<file path="src/rtl/fetch_unit_pkg.sv">
// Shared types for the instruction-fetch front end: FSM states, queue entry layout, stall encoding.
package fetch_unit_pkg;

  localparam int FETCH_PC_W    = 8;
  localparam int FETCH_INSTR_W = 32;

  // Presented to decode whenever the queue is empty (canonical NOP encoding).
  localparam logic [31:0] STALL_INSTRUCTION = 32'h0000_0013;

  typedef enum logic [1:0] {
    IDLE = 2'd0,
    REQ  = 2'd1,
    WAIT = 2'd2,
    DROP = 2'd3
  } fetch_state_t;

  typedef struct packed {
    logic [FETCH_INSTR_W-1:0] instr;
    logic [FETCH_PC_W-1:0]    pc;
  } fetch_entry_t;

endpackage

</file>
<file path="src/rtl/fetch_queue.sv">
// Prefetch FIFO of fetch entries with single-cycle flush; head is combinational off the storage.
// No internal overflow guard: the producer reserves a slot before every push.
module fetch_queue
  import fetch_unit_pkg::*;
#(
  parameter int  DEPTH = 4,
  parameter type T     = fetch_entry_t
) (
  input  logic                     clk,
  input  logic                     rst,
  input  logic                     flush_i,
  input  logic                     push_i,
  input  T                         push_dat_i,
  input  logic                     pop_i,
  output T                         head_o,
  output logic                     empty_o,
  output logic [$clog2(DEPTH):0]   count_o
);

  localparam int AW = $clog2(DEPTH);

  T               mem_q [DEPTH];
  logic [AW-1:0]  rd_ptr_q;
  logic [AW-1:0]  wr_ptr_q;
  logic [AW:0]    count_q;
  logic           do_pop;

  assign do_pop = pop_i && (count_q != '0);

  // Push and pop together at full is safe: the head is read before the edge overwrites it.
  always_ff @(posedge clk) begin
    if (rst || flush_i) begin
      rd_ptr_q <= '0;
      wr_ptr_q <= '0;
      count_q  <= '0;
    end else begin
      if (push_i) begin
        mem_q[wr_ptr_q] <= push_dat_i;
        wr_ptr_q        <= wr_ptr_q + 1'b1;
      end
      if (do_pop) begin
        rd_ptr_q <= rd_ptr_q + 1'b1;
      end
      count_q <= count_q + {{AW{1'b0}}, push_i} - {{AW{1'b0}}, do_pop};
    end
  end

  assign head_o  = mem_q[rd_ptr_q];
  assign empty_o = (count_q == '0);
  assign count_o = count_q;

endmodule

</file>
<file path="src/rtl/fetch_unit.sv">
// Fetch front end: one outstanding memory request, response lands in decode queue one cycle later.
// Issue waits for a reserved queue slot; FETCH_MISALIGN_TRAP_EN traps misaligned redirects instead of aligning down.
module fetch_unit
  import fetch_unit_pkg::*;
#(
  parameter int              PC_W       = FETCH_PC_W,
  parameter int              INSTR_W    = FETCH_INSTR_W,
  parameter int              FIFO_DEPTH = 4,
  parameter int              PC_STEP    = 4,
  parameter logic [PC_W-1:0] RESET_PC   = '0
) (
  input  logic               clk,
  input  logic               rst,
  input  logic               halt,
  input  logic               redirect,
  input  logic [PC_W-1:0]    redirect_base,
  input  logic [PC_W-1:0]    redirect_offset,
  output logic               mem_req_valid,
  input  logic               mem_req_ready,
  output logic [PC_W-1:0]    mem_addr,
  input  logic               mem_rsp_valid,
  input  logic [INSTR_W-1:0] mem_rsp_data,
  output logic               instr_valid,
  input  logic               instr_ready,
  output logic [INSTR_W-1:0] instr,
  output logic [PC_W-1:0]    instr_pc,
  output logic               fetch_fault
);

  typedef struct packed {
    logic [INSTR_W-1:0] instr;
    logic [PC_W-1:0]    pc;
  } entry_t;

  localparam logic [PC_W-1:0] STEP = PC_W'(PC_STEP);
  localparam int              CW   = $clog2(FIFO_DEPTH) + 1;

  fetch_state_t    state_q;
  logic [PC_W-1:0] pc_q;
  logic [PC_W-1:0] req_pc_q;
  logic            req_vld_q;
  logic            fault_q;

  logic [PC_W-1:0] target;
  logic [PC_W-1:0] target_rem;
  logic [PC_W-1:0] redir_pc;
  logic            trap;
  logic [CW-1:0]   count;
  logic            q_empty;
  entry_t          head;
  entry_t          push_dat;
  logic            push;
  logic            accept;
  logic            issue_idle;
  logic            issue_wait;

  assign target     = redirect_base + redirect_offset;
  assign target_rem = target % STEP;

`ifdef FETCH_MISALIGN_TRAP_EN
  assign trap     = (target_rem != '0);
  assign redir_pc = target;
`else
  assign trap     = 1'b0;
  assign redir_pc = target - target_rem;
`endif

  assign accept = req_vld_q && mem_req_ready;
  assign push   = (state_q == WAIT) && mem_rsp_valid && !redirect;

  // Leaving WAIT the pushed response still occupies a slot, so one more entry must fit.
  assign issue_idle = !halt && !fault_q && (int'(count) + 1 <= FIFO_DEPTH);
  assign issue_wait = !halt && !fault_q && (int'(count) + 2 <= FIFO_DEPTH);

  always_ff @(posedge clk) begin
    if (rst) begin
      state_q   <= IDLE;
      pc_q      <= RESET_PC;
      req_pc_q  <= '0;
      req_vld_q <= 1'b0;
      fault_q   <= 1'b0;
    end else if (redirect) begin
      pc_q      <= redir_pc;
      fault_q   <= trap;
      req_vld_q <= 1'b0;
      case (state_q)
        REQ:        state_q <= accept ? DROP : IDLE;
        WAIT, DROP: state_q <= mem_rsp_valid ? IDLE : DROP;
        default:    state_q <= IDLE;
      endcase
    end else begin
      case (state_q)
        IDLE: begin
          if (issue_idle) begin
            state_q   <= REQ;
            req_vld_q <= 1'b1;
          end
        end
        REQ: begin
          if (mem_req_ready) begin
            state_q   <= WAIT;
            req_vld_q <= 1'b0;
            req_pc_q  <= pc_q;
            pc_q      <= pc_q + STEP;
          end
        end
        WAIT: begin
          if (mem_rsp_valid) begin
            state_q   <= issue_wait ? REQ : IDLE;
            req_vld_q <= issue_wait;
          end
        end
        DROP: begin
          if (mem_rsp_valid) begin
            state_q <= IDLE;
          end
        end
        default: state_q <= IDLE;
      endcase
    end
  end

  assign push_dat.instr = mem_rsp_data;
  assign push_dat.pc    = req_pc_q;

  fetch_queue #(
    .DEPTH (FIFO_DEPTH),
    .T     (entry_t)
  ) u_queue (
    .clk        (clk),
    .rst        (rst),
    .flush_i    (redirect),
    .push_i     (push),
    .push_dat_i (push_dat),
    .pop_i      (instr_ready),
    .head_o     (head),
    .empty_o    (q_empty),
    .count_o    (count)
  );

  assign mem_req_valid = req_vld_q;
  assign mem_addr      = pc_q;
  assign instr_valid   = !q_empty;
  assign instr         = q_empty ? INSTR_W'(STALL_INSTRUCTION) : head.instr;
  assign instr_pc      = q_empty ? '0 : head.pc;
  assign fetch_fault   = fault_q;

endmodule
</file>
<file path="config.mk">
export PLATFORM = sky130hd
export DESIGN_NAME = fetch_unit
export DESIGN_NICKNAME = d
export VERILOG_FILES = /design/src/rtl/fetch_unit_pkg.sv /design/src/rtl/fetch_queue.sv /design/src/rtl/fetch_unit.sv
export SDC_FILE = /design/constraint.sdc
export NUM_CORES = 1
export LEC_CHECK = 0
export CORE_ASPECT_RATIO = 1.2
export CORE_UTILIZATION = 30
export DETAILED_ROUTE_END_ITERATION = 16
export DONT_BUFFER_PORTS = 1
export GPL_TIMING_DRIVEN = 1
export PLACE_DENSITY = 0.48
export SKIP_CTS_REPAIR_TIMING = 1
export SLEW_MARGIN = 20
export SYNTH_ARGS = -nofsm -noshare
export SYNTH_HDL_FRONTEND = slang
export SYNTH_SLANG_ARGS = --single-unit
</file>
<file path="constraint.sdc">
create_clock -name clk -period 2.7 [get_ports clk]
set_input_delay 0.27 -clock clk [delete_from_list [all_inputs] [get_ports clk]]
set_output_delay 0.27 -clock clk [all_outputs]
set_load 0.05 [all_outputs]
</file>
; Word level (Yosys, flattened, before mapping)
; Memories as Yosys holds them, arrays and structs flattened. A register that Yosys moved wholly into a read port is not among the register bits.
; Index checks and enable logic that the tools add are counted.
[op_classes]
add_sub_neg = 9
n_lt_le_gt_ge = 2
eq_ne = 10
muxes = 24
bitwise_logic = 1
n_reduce_logical = 22
[ops]
columns = op, count
row1 = two-way mux 32 bit, 1
row2 = two-way mux 8 bit, 4
row3 = two-way mux 2 bit, 9
row4 = "!= test 3 bit, second input constant", 4
row5 = "adder 8 x 3 -> 8 bit, second input constant", 1
row6 = adder 8 bit, 1
row7 = "less-or-equal comparator 4 x 3 -> 1 bit, second input constant", 2
row8 = one-hot mux 2 bit (4 select lines), 1
row9 = AND reduction 4 bit, 2
row10 = subtractor 8 x 2 -> 8 bit, 1
row11 = two-way mux 1 bit, 7
row12 = logical AND 1 bit, 6
row13 = "!= test 2 bit, second input constant", 3
row14 = nonzero test 3 bit, 2
row15 = "adder 2 x 1 -> 2 bit, second input constant", 2
row16 = "adder 3 x 1 -> 4 bit, second input constant", 1
row17 = "adder 3 x 2 -> 4 bit, second input constant", 1
row18 = "equality test 2 bit, second input constant", 2
row19 = one-hot mux 2 bit (2 select lines), 1
row20 = nonzero test 2 bit, 2
row21 = OR reduction 2 bit, 2
row22 = adder 3 x 1 -> 3 bit, 1
row23 = zero test 1 bit, 3
row24 = zero test 3 bit, 1
row25 = 8 further kinds, 8
[totals]
register_bits = 26
mem_bits_rw = 160
inputBits = 55
output_inout_bits = 51
elab_cells = 76
mem_count = 1
[mem_list]
columns = name, depth, width, read_ports, rd_clocked_by_memory_dff, wr, line_no
row1 = u_queue.mem_q, 4, 40, 1, 1, 1, fetch_queue.sv:22  ; T mem_q [DEPTH];

; Logic depth before layout (Yosys ltp)
; Gate-level depths: netlist of the first run.
[depth]
ltp_word = 7
mapped_depth = 10
ltp_nobuf = 10

; Cells and area by module
; Synthesis of the first run repeated with hierarchy kept, for this count alone.
[hier_totals]
hier_cells = 433
area_unflattened_um2 = 7628.6
[modules_own_cells]
columns = module, instances, cells_each, area_per_inst_um2, seq_area_each_um2
row1 = fetch_queue, 1, 255, 6296.0, 4984.8
row2 = fetch_unit, 1, 178, 1332.5, 300.3

; Least setup slack after synthesis of the first run
; No wires, ideal clock.
[synth_timing]
path_kind = reg-to-reg
startpoint = reg state_q[1]
endpoint = mem u_queue.mem_q[0][10] in the netlist's numbering, enable pin
setup_ps = 399
t_arrival_ps = 1880
required_time_ps = 2301
setup_slack_ps = 421
path_stages_with_launch = 6
cell_sequence = dfxtp_1 > buf_2 > nor2b_1 > nand2_1 > nor2_1 > and2_1
[synth_via]
elab_chain_cells = 6
[synth_rtl]
columns = item, line_no
row1 = "start, declared", fetch_unit.sv:38  ; fetch_state_t state_q;
row2 = "start signal, assigned", fetch_unit.sv:87  ; REQ: state_q <= accept ? DROP : IDLE;
row3 = "start signal, assigned", fetch_unit.sv:88  ; WAIT, DROP: state_q <= mem_rsp_valid ? IDLE : DROP;
row4 = "start signal, assigned", fetch_unit.sv:109  ; state_q <= issue_wait ? REQ : IDLE;
row5 = equality test 2 bit, fetch_unit.sv:69  ; assign push = (state_q == WAIT) && mem_rsp_valid && !redirect;
row6 = logical AND 1 bit (2 in series), fetch_unit.sv:69
row7 = two-way mux 1 bit, fetch_queue.sv:37  ; if (push_i) begin
row8 = two-way mux 1 bit, fetch_queue.sv:32  ; if (rst || flush_i) begin
row9 = two-way mux 1 bit (implied by the code), fetch_queue.sv:38  ; mem_q[wr_ptr_q] <= push_dat_i;
row10 = "end, declared", fetch_queue.sv:22
; No other way between the ends.

==> results of run 1 <==
power by group:
group          switching, W  internal, W
clock network       0.00101      0.00124
logic              0.000150    0.0000993
registers         0.0000390      0.00296
total               0.00120      0.00429
metrics by stage:
step | utilization | hold slack [ns] | power [W]
2_1_floorplan | - | 0.342 | 0.00322
3_3_place_gp | 0.328 | 0.343 | 0.00324
3_5_place_dp | 0.328 | 0.344 | 0.00325
4_1_cts | 0.351 | -0.114 | 0.00551
5_1_grt | 0.366 | 0.0219 | 0.00570
6_report | 0.366 | 0.0117 | 0.00549
layout make-up:
cell class | instances | area (um2) | area share
Multi-Input combinational cell | 209 | 2020 | 0.237
Clock buffer | 21 | 460 | 0.0539
Sequential cell | 176 | 5050 | 0.591
Timing Repair Buffer | 47 | 500 | 0.0586
Tap cell | 315 | 394 | 0.0461
Inverter | 9 | 33.8 | 0.00395
Clock inverter | 11 | 83.8 | 0.00981
synth_stat cells:
library cell	count	share of area
clkbuf_1	10	0.0052
and3_1	2	0.0017
nor2b_1	3	0.0026
o22ai_1	1	0.00087
nor3b_1	2	0.0021
fa_1	1	0.0028
buf_1	2	0.0010
o21ai_0	8	0.0056
nor4b_1	1	0.0012
o21bai_4	1	0.0026
o21bai_1	1	0.0010
nand2b_1	1	0.00087
nand4_1	3	0.0026
xnor2_1	8	0.0097
o221ai_1	1	0.0012
inv_1	9	0.0047
a31oi_4	1	0.0030
clkbuf_2	1	0.00069
a211oi_1	5	0.0052
nor2_1	17	0.0089
mux2i_1	2	0.0028
xor2_1	5	0.0061
ha_1	14	0.024
or2_2	4	0.0035
nand3b_1	2	0.0021
buf_2	6	0.0042
a21boi_0	1	0.0010
nor3_1	2	0.0014
a311oi_1	1	0.0012
conb_1	1	0.00052
buf_4	6	0.0063
nand2_1	14	0.0073
and3b_1	2	0.0024
dfxtp_1	24	0.067
a221o_1	2	0.0028
a21o_1	1	0.0010
o311ai_0	1	0.0012
and2_1	41	0.036
a31oi_1	1	0.00087
and4_4	1	0.0016
nand3_1	1	0.00069
edfxtp_1	152	0.63
a21oi_1	14	0.0097
nor4_1	1	0.00087
mux4_2	38	0.12
state kept, by name, indices dropped and copies added, names as in the netlist, named ones only:
signal            count
mem_addr              6
u_queue.count_o       3
u_queue.rd_ptr_q      2
mem_req_valid         1
state_q               2
u_queue.wr_ptr_q      2
req_pc_q              6
u_queue.mem_q       152
cell families after synthesis:
| group | Yosys count | synth area share |
|---|---|---|
| buffers and inverters | 34 | 0.0221 |
| muxes | 40 | 0.122 |
| adders and majority gates | 15 | 0.0271 |
| and+or+nand+nor | 97 | 0.0754 |
| xor gates and xnor gates | 13 | 0.0158 |
| AOI/OAI and AO/OA | 39 | 0.0373 |
| DFF | 176 | 0.700 |
| other | 1 | 0.000521 |
final timing paths:
kind / end
max: instr[11]
min: u_queue.wr_ptr_q[1]$_SDFFE_PP0P_
max reg2reg: u_queue.count_o[2]$_SDFF_PP0_
min reg2reg: u_queue.mem_q[3][5]$_DFFE_PP_
placed cells by master (no fill, tap or decap), drive strengths merged, types with 8 or more instances in the layout:
master       synthesis  final
edfxtp             152    152
and2                41     41
mux4                38     38
dlygate4sd3          0     34
dfxtp               24     24
clkbuf              11     21
nor2                17     17
nand2               14     14
a21oi               14     14
ha                  14     14
buf                 14     13
inv                  9     12
o21ai                8      8
xnor2                8      8
routing by layer:
metal,GRT usage,up-vias
met5,0,-
met1,0.131,1855
met4,0.0430,0
met3,0.0462,13
li1,-,1683
met2,0.209,98
==> results.md, run 1 <==
- Reg-to-reg slack, setup: 0.57 ns
- First-pass GRT wire length: 21400 um
- DRT iter0 DRCs: 166
- CP endpoint kind: output pin
- Site row count: 61
- CP Class: reg2out
- Routed wl met3: 874 um
- Tcrit/Tclk final: 0.888
- Final Hold Fails: 0
- Worst Path Buf+Inv: 1
- Drt drc: 0
- Routed WL: 14200 um
- Synth warnings: 0
- H-tree levels: 4
- Worst min path class: in2reg
- RSZ-0062 raised after global routing: false
- Max-slew violations: 0
- Pre-antenna DRT Iters: 4
- Cell area after synthesis: 0.00720 mm2
- DR top layer: met4
- Worst-path clk slew: 0.07 ns
- Slowest stage delay, CP: 0.54 ns
- Root buf cell: clkbuf_16
- # fillers: 2253
- Max capacitance violation total: 0
- Die Ht: 172 um
- Area grow syn2layout: 18.6%
- GRT overflow: 0
- Inst Count DP: 722
- Placer Congestion: 0.689
- Fmax: 0.417 GHz
- Critical path depth: 3
- Tightest Pin Transition: 0.674 ns
- Placed inst area: 0.00766 mm2
- Initial Util: 0.308
- HPWL Detailed: 8510 um
- Via count: 3649
- Die area: 0.0246 mm2
- CP required: 2.43 ns
- Layout cell share with drive strength beyond 1: 0.201
- Peak VDD IR: 0.000414 V
- Final nets: 530
- Vias/cell: 4.63
- Routed wl met2: 7100 um
- CP arrival: 2.13 ns
- CP Launch Type: flop
- Number of global-route vias before repair: 3751
- Status: complete, no violations
- Ant diodes: 0
- Clk sinks: 176
- Io pins: 106
- Post-Layout Cell Count: 788
- Metal-1 WL: 6010 um
- Cell Chain, Critical Path: buf_4 > mux4_2 > and2_1
- DR WL/cell: 18.0 um
- Lkg Pwr: 2.73 nW
- R2R cell count: 11
- Final Setup Violations: 0
- Min-delay src: mem_rsp_valid
- Clock tree buffer depth: 2
- Delay-heaviest family, CP: multiplexers
- Synth Instances: 415
- Final Skew: 0.00763 ns
- CTS tree: done
- Worst setup margin: 0.302 ns
- CP max FO: 12
- Pin count of the biggest net entering global routing: 39
- Min cycle time layout: 2.40 ns
- Hold Crit Depth: 2
- Total CTS buffers: 17
- Clock Latency Late Sink: 0.42 ns
- Post-synthesis sequential area ratio: 0.700
- Core box area: 0.0234 mm2
- FF+latch count, synth: 176
- Final setup TNS: 0 ns
- # port buffers: 0
- Slew headroom: 0.550
- Final ANT Viol Nets: 0
- Antenna violations before repair: 0
- Syn Area/Cell: 17.4 um2
- Synth cell types: 45
- Reg2reg start: u_queue.count_o[0]$_SDFF_PP0_
- Pwr per Cell Area: 643 mW/mm2
- Design area: 0.00854 mm2
- Worst slack at placement: 0.556 ns
- Die X: 143 um
- Slowest CP cell: mux4_2
- Total GRT Usage: 0.120
No activity file was read; power rests on OpenSTA's default activity.
==> inputs of run 2 (changes only) <==
--- a/config.mk
+++ b/config.mk
@@ -6,11 +6,13 @@
 export NUM_CORES = 1
 export LEC_CHECK = 0
 export CORE_ASPECT_RATIO = 1.2
-export CORE_UTILIZATION = 30
+export CORE_MARGIN = 1.5
+export CORE_UTILIZATION = 60
+export CTS_CLUSTER_DIAMETER = 60
 export DETAILED_ROUTE_END_ITERATION = 16
 export DONT_BUFFER_PORTS = 1
 export GPL_TIMING_DRIVEN = 1
-export PLACE_DENSITY = 0.48
+export PLACE_DENSITY = 0.8
 export SKIP_CTS_REPAIR_TIMING = 1
 export SLEW_MARGIN = 20
 export SYNTH_ARGS = -nofsm -noshare
==> results.md, run 2 (same netlist as run 1, synthesis figures left out) <==
- Min-delay src: mem_rsp_valid
- DR WL/cell: 20.8 um (+16%)
- GRT overflow: 0 (unchanged)
- First-pass GRT wire length: 19300 um (-9.7%)
- Total CTS buffers: 17 (unchanged)
- Area grow syn2layout: 16.4%
- # port buffers: 0 (unchanged)
- Drt drc: 0 (unchanged)
- CTS tree: done
- Status: complete, no violations
- Final Setup Violations: 0 (unchanged)
- CP max FO: 18 (+6)
- Final setup TNS: 0 ns (unchanged)
- CP arrival: 2.15 ns (+0.02 ns)
- Via count: 3704 (+1.5%)
- Commonest non-fill, non-tap cells in the layout: edfxtp_1, mux4_2, and2_1, dlygate4sd3_1, dfxtp_1
- H-tree levels: 4 (unchanged)
- Max FFs per register: 152 (unchanged)
- Ant diodes: 0 (unchanged)
- Largest reg by FF count: u_queue.mem_q
- Total GRT Usage: 0.214 (+0.0944)
- RSZ-0062 raised after global routing: false
- Worst-path clk slew: 0.07 ns (about the same)
- Clk sinks: 176 (unchanged)
- Vias/cell: 5.89 (+27%)
- Worst min path class: in2reg
- Clock Latency Late Sink: 0.42 ns (about the same)
- Placer Congestion: 0.813 (+18%)
- Switch Pwr: 0.00118 W (-1.7%)
- Clock tree buffer depth: 2 (unchanged)
- Combinational power share: 0.045 (about the same)
- DRT iter0 DRCs: 178 (+7.2%)
- Number of global-route vias before repair: 3657 (-2.5%)
- CP Class: reg2out
- Io pins: 106 (unchanged)
- Reg2reg start: u_queue.count_o[0]$_SDFF_PP0_
- Delay-heaviest family, CP: flip-flops
- Antenna violations before repair: 0 (unchanged)
- Worst setup margin: 0.276 ns (-0.0261 ns)
- Layout cell share with drive strength beyond 1: 0.197 (-0.00381)
- Max-slew violations: 0 (unchanged)
- Routed WL: 13100 um (-7.7%)
- Root buf cell: clkbuf_16
- Die area: 0.0127 mm2 (-49%)
- Internal power: 0.00438 W (+2.1%)
- Max capacitance violation total: 0 (unchanged)
- CP endpoint kind: output pin
- CP Launch Type: flop
- Die Ht: 123 um (-28%)
- Commonest non-fill, non-tap cell in the layout: edfxtp_1
- Final nets: 529 (-0.19%)
- Pre-antenna DRT Iters: 4 (unchanged)
- Pin count of the biggest net entering global routing: 39 (unchanged)
- Min cycle time layout: 2.42 ns (+0.0261 ns)
- Worst Path Buf+Inv: 1 (unchanged)
- Pwr per Cell Area: 663 mW/mm2 (+3.2%)
- Site row count: 43 (-30%)
- Switching share of power: 0.212 (-0.00635)
- Cell Chain, Critical Path: buf_12 > mux4_2 > and2_1
- Tcrit/Tclk final: 0.898 (+0.00967)
- Final Skew: 0.0127 ns (+0.00505 ns)
- Slowest CP cell: dfxtp_2
- Register share of total power: 0.539 (-0.007)
- Clk network pwr share: 0.415 (+0.006)
- Fmax: 0.413 GHz (-1.1%)
- Die X: 103 um (-28%)
- Initial Util: 0.620 (+0.311)
- Final ANT Viol Nets: 0 (unchanged)
- CP required: 2.43 ns (about the same)
- Core box area: 0.0116 mm2 (-50%)
- Lkg Pwr: 2.73 nW (about the same)
- Final Hold Fails: 0 (unchanged)
- Slew headroom: 0.542 (-0.00804)
- Worst slack at placement: 0.569 ns (+0.0128 ns)
- Peak VDD IR: 0.000368 V (-11%)
- Slowest stage delay, CP: 0.59 ns (+0.05 ns)
- Tightest Pin Transition: 0.686 ns (+0.0120 ns)
- HPWL Detailed: 7740 um (-9.1%)
[run 2: cell types whose count changed in the layout (fill, tap and decap cells not counted), moves of 2 or more]
cell | previous run | this run
clkinvlp_4 | 3 | 6
clkinv_2 | 3 | 1
buf_12 | 5 | 7
buf_4 | 8 | 5
[run 2: path summary, 6_finish.rpt]
check                                                        end  cells after the start  slack (ns)
worst max-delay path                                   instr[12]                      3        0.28
worst max register to register     u_queue.count_o[2]$_SDFF_PP0_                     11        0.52
worst min register to register  u_queue.wr_ptr_q[1]$_SDFFE_PP0P_                      2        0.50
worst min-delay path            u_queue.wr_ptr_q[1]$_SDFFE_PP0P_                      2       0.009
[run 2: power groups by stage]
stage / registers (W) / logic [W] / clock network, W
finish: 0.00300 / 0.000252 / 0.00231
global route: 0.00300 / 0.000272 / 0.00243
CTS: 0.00300 / 0.000189 / 0.00234
detailed placement: 0.00306 / 0.000188 / 0
global placement: 0.00306 / 0.000181 / 0
floorplan: 0.00307 / 0.000153 / 0
[run 2: cell type report]
type | count | area, um2
Tap cell | 157 | 196
Timing Repair Buffer | 46 | 518
Sequential cell | 176 | 5050
Clock buffer | 21 | 460
Clock inverter | 11 | 106
Inverter | 9 | 33.8
Fill cell | 698 | 3240
Multi-Input combinational cell | 209 | 2020
[run 2: worst register-to-register path: cells and delay by family (launching register included)]
family	cells	cell delay, ns
xor+xnor	1	0.18
fa+ha+maj	3	0.77
buf+inv	4	0.32
flops	1	0.35
simple gates	3	0.46
[run 2: through the flow]
stage | instances | hold WS, ns | utilization | total power, W | cell area, um2
floorplan | 419 | 0.342 | - | 0.00322 | 7220
global placement | 563 | 0.341 | 0.643 | 0.00324 | 7480
detailed placement | 563 | 0.346 | 0.643 | 0.00324 | 7480
CTS | 595 | -0.106 | 0.692 | 0.00552 | 8040
global route | 629 | 0.0281 | 0.721 | 0.00570 | 8380
finish | 629 | 0.00852 | 0.721 | 0.00556 | 8380
[run 2: metal layers]
layer	share of wire	global-route usage	up-vias
met4	0.015	0.0980	0
met5	0	0	-
met1	0.39	0.237	1893
met3	0.053	0.0673	13
met2	0.55	0.375	116
li1	-	-	1682
==> inputs of run 3 (changes only) <==
--- a/config.mk
+++ b/config.mk
@@ -5,6 +5,7 @@
 export SDC_FILE = /design/constraint.sdc
 export NUM_CORES = 1
 export LEC_CHECK = 0
+export ABC_CLOCK_PERIOD_IN_PS = 2700
 export CORE_ASPECT_RATIO = 1.2
 export CORE_MARGIN = 1.5
 export CORE_UTILIZATION = 60
==> constraint.sdc (replaced) <==
create_clock -name clk -period 2.7 [get_ports clk]
set_input_delay 0.27 -clock clk [delete_from_list [all_inputs] [get_ports clk]]
set_output_delay 0.27 -clock clk [all_outputs]
set_load 0.005 [all_outputs]
==> results.md, run 3 (same netlist as run 1, synthesis figures left out) <==
- Area grow syn2layout: 15.6%
- First-pass GRT wire length: 19100 um (-1.1%)
- # fillers: 705 (+1.0%)
- Inst Count DP: 561 (-0.36%)
- Layout cell share with drive strength beyond 1: 0.191 (-0.00554)
- Io pins: 106 (unchanged)
- Final Setup Violations: 0 (unchanged)
- Routed WL: 12900 um (-1.6%)
- Total CTS buffers: 17 (unchanged)
- Pre-antenna DRT Iters: 4 (unchanged)
- CTS tree: done
- Fmax: 0.427 GHz (+3.5%)
- Antenna violations before repair: 2 (+2)
- DR WL/cell: 20.5 um (-1.6%)
- Number of global-route vias before repair: 3553 (-2.8%)
- CP max FO: 11 (-7)
- Finished Core Util: 0.717 (-0.00441)
- GRT overflow: 0 (unchanged)
- Site row count: 43 (unchanged)
- Worst min path class: in2reg
- Max-slew violations: 0 (unchanged)
- RSZ-0062 raised after global routing: false
- Final Skew: 0.00769 ns (-0.00499 ns)
- Via count: 3670 (-0.92%)
- Placer Congestion: 0.798 (-1.8%)
- Peak VDD IR: 0.000469 V (+27%)
- Drt drc: 0 (unchanged)
- Tightest Pin Transition: 0.543 ns (-0.143 ns)
- Final setup TNS: 0 ns (unchanged)
- CP required: 2.43 ns (about the same)
- HPWL Detailed: 7710 um (-0.43%)
- Slew headroom: 0.638 (+0.0957)
- Final nets: 527 (-0.38%)
- Die area: 0.0127 mm2 (unchanged)
- Core box area: 0.0116 mm2 (unchanged)
- Max capacitance violation total: 0 (unchanged)
- Clock Latency Late Sink: 0.42 ns (about the same)
- Lkg Pwr: 2.72 nW (-0.57%)
- Clk sinks: 176 (unchanged)
- CP arrival: 2.07 ns (-0.08 ns)
- H-tree levels: 4 (unchanged)
- CP endpoint kind: output pin
- Final ANT Viol Nets: 0 (unchanged)
- # port buffers: 0 (unchanged)
- Worst-path clk slew: 0.06 ns (about the same)
- Tcrit/Tclk final: 0.868 (-0.0302)
- Vias/cell: 5.83 (-0.92%)
- Max FFs per register: 152 (unchanged)
- Initial Util: 0.620 (unchanged)
- Pin count of the biggest net entering global routing: 39 (unchanged)
- Commonest non-fill, non-tap cell in the layout: edfxtp_1
- Total GRT Usage: 0.211 (-0.00288)
- Die Ht: 123 um (unchanged)
- Post-Layout Cell Count: 629 (unchanged)
- CP Launch Type: flop
- Clock tree buffer depth: 2 (unchanged)
- Root buf cell: clkbuf_16
- Min cycle time layout: 2.34 ns (-0.0815 ns)
- CP Class: reg2out
- Pwr per Cell Area: 650 mW/mm2 (-2.0%)
- DRT iter0 DRCs: 182 (+2.2%)
- Final Hold Fails: 0 (unchanged)
- Largest reg by FF count: u_queue.mem_q
- Commonest non-fill, non-tap cells in the layout: edfxtp_1, mux4_2, and2_1, dlygate4sd3_1, dfxtp_1
- Status: complete, no violations
- Die X: 103 um (unchanged)
[run 3: changes by cell type in the layout (fill, tap and decap cells not counted), sizes merged]
| cell | delta |
|---|---|
| clkinvlp | -2 |
| diode | +2 |
| buf | -2 |
| clkinv | +5 |
| clkbuf | -2 |
| inv | -1 |
[run 3: critical path, stage by stage, from the launching register on]
cell and delay [ns]:
dfxtp_2 0.56, buf_4 0.33, mux4_2 0.58, and2_1 0.19
[run 3: worst paths after layout]
kind	depth (start not counted)	startpoint	end	slack [ns]
setup / recovery	3	flop	instr_pc[3]	0.36
hold / removal	2	mem_rsp_valid	u_queue.wr_ptr_q[1]$_SDFFE_PP0P_	0.02
hold reg to reg	0	req_pc_q[4]$_SDFFE_PP0P_	u_queue.mem_q[3][4]$_DFFE_PP_	0.50
setup reg to reg	10	u_queue.count_o[0]$_SDFF_PP0_	u_queue.count_o[2]$_SDFF_PP0_	0.40
[run 3: final cells by class]
type	count	area, um2	share of cell area
repair buffers	44	478	0.0574
well taps	157	196	0.0236
clock buffers	19	433	0.0520
inverters	9	33.8	0.00405
flip-flops and latches	176	5050	0.606
diodes	2	5.00	0.000601
multi-input cells	209	2020	0.243
clock inverters	13	118	0.0141
[run 3: report_power, final]
| part | switching, W | internal [W] | total [W] |
|---|---|---|---|
| Combinational | 0.0000934 | 0.0000930 | 0.000186 |
| Sequential | 0.0000256 | 0.00296 | 0.00299 |
| Clock | 0.000971 | 0.00127 | 0.00224 |
| Total | 0.00109 | 0.00432 | 0.00541 |
[run 3: through the flow]
stage	setup slack, ns	total power (W)	cell area, um2	hold WS [ns]
detailed placement	0.405	0.00317	7440	0.343
floorplan	0.421	0.00316	7220	0.342
CTS	0.275	0.00539	7990	-0.106
global placement	0.577	0.00316	7440	0.342
finish	0.358	0.00541	8330	0.0218
global route	0.212	0.00558	8330	0.0243
[run 3: metal layers]
| metal | vias up | track usage | part of all wire |
|---|---|---|---|
| li1 | 1682 | - | - |
| met1 | 1849 | 0.256 | 0.40 |
| met2 | 122 | 0.354 | 0.53 |
| met3 | 17 | 0.0673 | 0.057 |
| met4 | 0 | 0.0819 | 0.016 |
| met5 | - | 0 | 0 |
